===== src/rtl/dataflow_deadlock_pkg.sv =====
// dataflow_deadlock_pkg: default sizing for the deadlock monitor and the AXI-stream owner idle-bit index helper.
package dataflow_deadlock_pkg;
  localparam int NUM_INST = 5;
  localparam int NUM_AXIS = 2;
  localparam int PERSIST_CYCLES = 4;
  function automatic int axis_idle_idx(input int k, input int which, input int n_inst = NUM_INST);
    return n_inst + 1 + 2 * k + which;
  endfunction
endpackage


===== src/rtl/deadlock_persist_counter.sv =====
// deadlock_persist_counter: saturating consecutive-cycle counter turning cand into a registered block flag.
// Define DEADLOCK_STICKY_EN to hold block high until reset once it asserts.
module deadlock_persist_counter #(
  parameter int PERSIST_CYCLES = 4
) (
  input  logic clock,
  input  logic reset,
  input  logic cand,
  output logic block
);
  localparam int W = $clog2(PERSIST_CYCLES + 1);
  localparam logic [W-1:0] MAX = W'(PERSIST_CYCLES);
  logic [W-1:0] cnt, cnt_nxt;
  logic block_nxt;
  always_comb begin
`ifdef DEADLOCK_STICKY_EN
    cnt_nxt = block ? cnt : !cand ? '0 : (cnt == MAX) ? cnt : cnt + 1'b1;
    block_nxt = block | (cnt_nxt == MAX);
`else
    cnt_nxt = !cand ? '0 : (cnt == MAX) ? cnt : cnt + 1'b1;
    block_nxt = cnt_nxt == MAX;
`endif
  end
  always_ff @(posedge clock or posedge reset) begin
    if (reset) begin
      cnt <= '0;
      block <= 1'b0;
    end else begin
      cnt <= cnt_nxt;
      block <= block_nxt;
    end
  end
endmodule


===== src/rtl/dataflow_deadlock_monitor.sv =====
// dataflow_deadlock_monitor: flags a dataflow region whose non-idle processes are all stalled on internal channels.
// Optional DEADLOCK_STICKY_EN makes the flag hold until reset (implemented in deadlock_persist_counter).
module dataflow_deadlock_monitor
  import dataflow_deadlock_pkg::*;
#(
  parameter int NUM_INST = dataflow_deadlock_pkg::NUM_INST,
  parameter int NUM_AXIS = dataflow_deadlock_pkg::NUM_AXIS,
  parameter int NUM_IDLE = NUM_INST + 1 + 2 * NUM_AXIS,
  parameter int PERSIST_CYCLES = dataflow_deadlock_pkg::PERSIST_CYCLES
) (
  input  logic                clock,
  input  logic                reset,
  input  logic [NUM_AXIS-1:0] axis_block_sigs,
  input  logic [NUM_IDLE-1:0] inst_idle_sigs,
  input  logic [NUM_INST-1:0] inst_block_sigs,
  output logic                block
);
  logic [NUM_INST-1:0] idle;
  logic all_stuck, any_blocked, ext_wait, region_idle, cand;
  assign idle = inst_idle_sigs[NUM_INST-1:0];
  assign all_stuck = &(idle | inst_block_sigs);
  assign any_blocked = |(~idle & inst_block_sigs);
  assign region_idle = inst_idle_sigs[NUM_INST];
  // A wait on an AXI stream only counts while both owning processes are live.
  always_comb begin
    ext_wait = 1'b0;
    for (int k = 0; k < NUM_AXIS; k++)
      ext_wait = ext_wait | (axis_block_sigs[k] & ~inst_idle_sigs[axis_idle_idx(k, 0, NUM_INST)]
                                                & ~inst_idle_sigs[axis_idle_idx(k, 1, NUM_INST)]);
  end
  assign cand = all_stuck & any_blocked & ~ext_wait & ~region_idle;
  deadlock_persist_counter #(.PERSIST_CYCLES(PERSIST_CYCLES)) u_persist (
    .clock(clock),
    .reset(reset),
    .cand(cand),
    .block(block)
  );
endmodule


===== config.mk =====
export PLATFORM = sky130hd
export DESIGN_NAME = dataflow_deadlock_monitor
export DESIGN_NICKNAME = d
export VERILOG_FILES = /design/src/rtl/dataflow_deadlock_pkg.sv /design/src/rtl/deadlock_persist_counter.sv /design/src/rtl/dataflow_deadlock_monitor.sv
export SDC_FILE = /design/constraint.sdc
export NUM_CORES = 1
export LEC_CHECK = 0
export ABC_AREA = 1
export BUFFER_PORTS_ARGS = -buffer_cell sky130_fd_sc_hd__buf_2
export CORE_AREA = 2 2 39 41
export DETAILED_ROUTE_END_ITERATION = 10
export DIE_AREA = 0 0 41 43
export PLACE_DENSITY = 0.62
export SLEW_MARGIN = 10
export SYNTH_ARGS = -nofsm -noshare
export SYNTH_HDL_FRONTEND = slang
export SYNTH_SLANG_ARGS = --single-unit

===== constraint.sdc =====
create_clock -name clock -period 2.8 [get_ports clock]
set_input_delay 0.56 -clock clock [delete_from_list [all_inputs] [get_ports clock]]
set_output_delay 0.56 -clock clock [all_outputs]
set_load 0.01 [all_outputs]

==> flow_summary.toml <==
[run_status]
status = "finished, final reports clean"

[clock_network]
path_clk_slew_ns = 0.04
cts-resized-gates = 0
postCtsSetupRepairBufs = 0
clk_latency_ns = 0.23
cts_tree = "built"
root_buffer = "clkbuf_4"
cts-htree-levels = 1
ctsHoldBuffers = 0
clock_sink_count = 4
cts.path.max_buffers = 2
cts_buffers = 3

[synth]
yosysMostFrequentCell = "inv_1"
syn_inst = 50
async_flop_share = 1.00
synth_area_leaders = "dfrtp_1 (31%), inv_1 (18%), nor2_1 (12%)"
synth_top_area_frac = 0.313
yosysUniqueCellTypes = 12
netlist_top_cells_count = "inv_1 (15), nor2_1 (10), nand2_1 (8), dfrtp_1 (4), nand3_1 (4)"
syn-cell-area_um2 = 320
synth-main-ff-cell = "dfrtp_1"
syn_avg_cell_area_um2 = 6.41
synth-edff-count = 0
yosysTopAreaCell = "dfrtp_1"
ys_warn_count = 0
synth.ff_latch_count = 4
synth_nets = 71
seq_area_frac_synth = 0.313

[finish]
n_antenna_cell = 0
syn_to_final_growth_pct = 43.0
drive_gt1_frac = 0.347
fin_area_um2 = 458
nFillCells = 143
multi_input_area_um2 = 164
regArea_um2 = 100
finalNetCount = 95

[global_route]
grt.total_usage = 0.0976
antenna_found_initial = 0
grt_pass1_wl_um = 1140
grt_max_degree = 5
grt_pass1_vias = 341
grt-ovfl-total = 0

[placed_design]
hpwl_um = 526
io_buffer_count = 19
dpl-instance-area_um2 = 435
gp_congestion = 0.653

[setup_path]
critPathLaunchType = "flop"
worstPathArrival_ns = 0.71
cp_max_fo = 1
crit_required_ns = 2.24
critPathSlowestCell = "dfrtp_1"
crit_chain = "buf_2"
path_delay_family = "flip-flops"
crit_buf_inv = 1
crit_path_max_incr_delay_ns = 0.35
critPathCaptureType = "primary output"
crit_type = "flop to primary output"

[sta]
rsz0062_at_grt = "false"
fin_crit_sh = 0.454
worst_pin_slew_ns = 0.179
clock_skew_ns = 0.00156
finalSetupTns_ns = 0
report.final.slew_viol_count = 0
slew_headroom = 0.880
fin_crit_ns = 1.27
fmax_mhz = 787
final_hold_viol_count = 0
setup_viol = 0

[route]
viasPerCell = 3.84
vias = 338
dr.first_iter.drc_count = 0
wl_met1_um = 213
wl_met2_um = 289
drtPass1Iterations = 1
met3_length_um = 54
top_layer_used = "met4"
wire_per_inst_um = 6.49
ant_nets = 0
routed_wl_um = 571
drc_errors = 0

[power]
power.ir.vdd_worst_mv = 0.107
leakagePower_nw = 0.281
powerDensity_nw_per_um2 = 343

[floorplan]
fp-row-count = 14
core_um2 = 1380
die_y_um = 43
initial_utilization = 0.231
die_w_um = 41
die_area_um2 = 1760
io_pins = 20

[min_path]
hold_class = "input port to async pin"

[flow_run]
maxCapViolCount = 0
[sequential cells by signal, indices dropped and copies added, names as in the netlist]
register	flops
u_persist.block	1
u_persist.cnt	3
[worst reg2reg max path: cells and delay by family, from the launching register on]
kind / cells / cell delay [ns]
XOR/XNOR: 1 / 0.20
adder cells (fa/ha/maj): 1 / 0.19
buffers and inverters: 1 / 0.06
flip-flops: 1 / 0.34
AND/OR/NAND/NOR: 3 / 0.27
[metal layers]
| metal | vias up | global-route usage |
|---|---|---|
| met3 | 2 | 0.0157 |
| met2 | 17 | 0.147 |
| met5 | - | 0 |
| met1 | 131 | 0.104 |
| li1 | 188 | - |
| met4 | 0 | 0.100 |
[stage by stage]
step,hold slack (ns),worst slack (ns),util,cells,total power [mW]
6_report,0.203,1.53,0.331,88,0.157
5_1_grt,0.202,1.50,0.331,88,0.171
4_1_cts,0.205,1.53,0.331,88,0.160
3_5_place_dp,0.449,1.53,0.315,85,0.0897
3_3_place_gp,0.448,1.53,0.315,85,0.0895
2_1_floorplan,0.326,1.72,-,50,0.0743
[power by group]
part	leakage [nW]	switching, mW	internal (mW)
Sequential	0.0556	0.000414	0.0589
Combinational	0.212	0.0141	0.0150
Clock	0.0138	0.0208	0.0477
[final timing paths]
| check | startpoint | to | slack [ns] | depth (start not counted) |
|---|---|---|---|---|
| max reg2reg | u_persist.cnt[0] | u_persist.block | 1.68 | 6 |
| max in group asynchronous | reset | u_persist.cnt[1] | 2.45 | 2 |
| min in group clock | u_persist.cnt[2] | u_persist.block | 0.65 | 5 |
| min | reset | u_persist.block | 0.20 | 2 |
| min reg2reg | u_persist.cnt[2] | u_persist.block | 0.65 | 5 |
| max | u_persist.block | block | 1.53 | 1 |
[kinds of logic (layout without fill, tap and decap cells)]
logic type               Yosys count  in the layout  share of synthesized area
AO/OA/AOI/OAI                      3              3                     0.0625
buffers and inverters             15             37                      0.176
XOR/XNOR                           1              1                     0.0273
adder cells (fa/ha/maj)            2              2                     0.0781
flip-flops                         4              4                      0.313
AND/OR/NAND/NOR                   25             25                      0.344
[cell type report]
cell class,instances,share of cell area
inverters,15,0.123
well taps,16,0.0437
repair buffers,19,0.208
flip-flops and latches,4,0.219
clock buffers,3,0.0492
multi-input cells,31,0.358
[cells in the final DEF (no fill, tap or decap)]
cell and instances:
buf_2 19, inv_1 15, nor2_1 10, nand2_1 8, nand3_1 4, dfrtp_1 4, clkbuf_4 3, nor2_2 2
ha_1 2, o21ai_0 1, a21boi_0 1, xor2_1 1, o21a_1 1, nand3_2 1
Note: power is estimated with default switching activity, not from simulation.
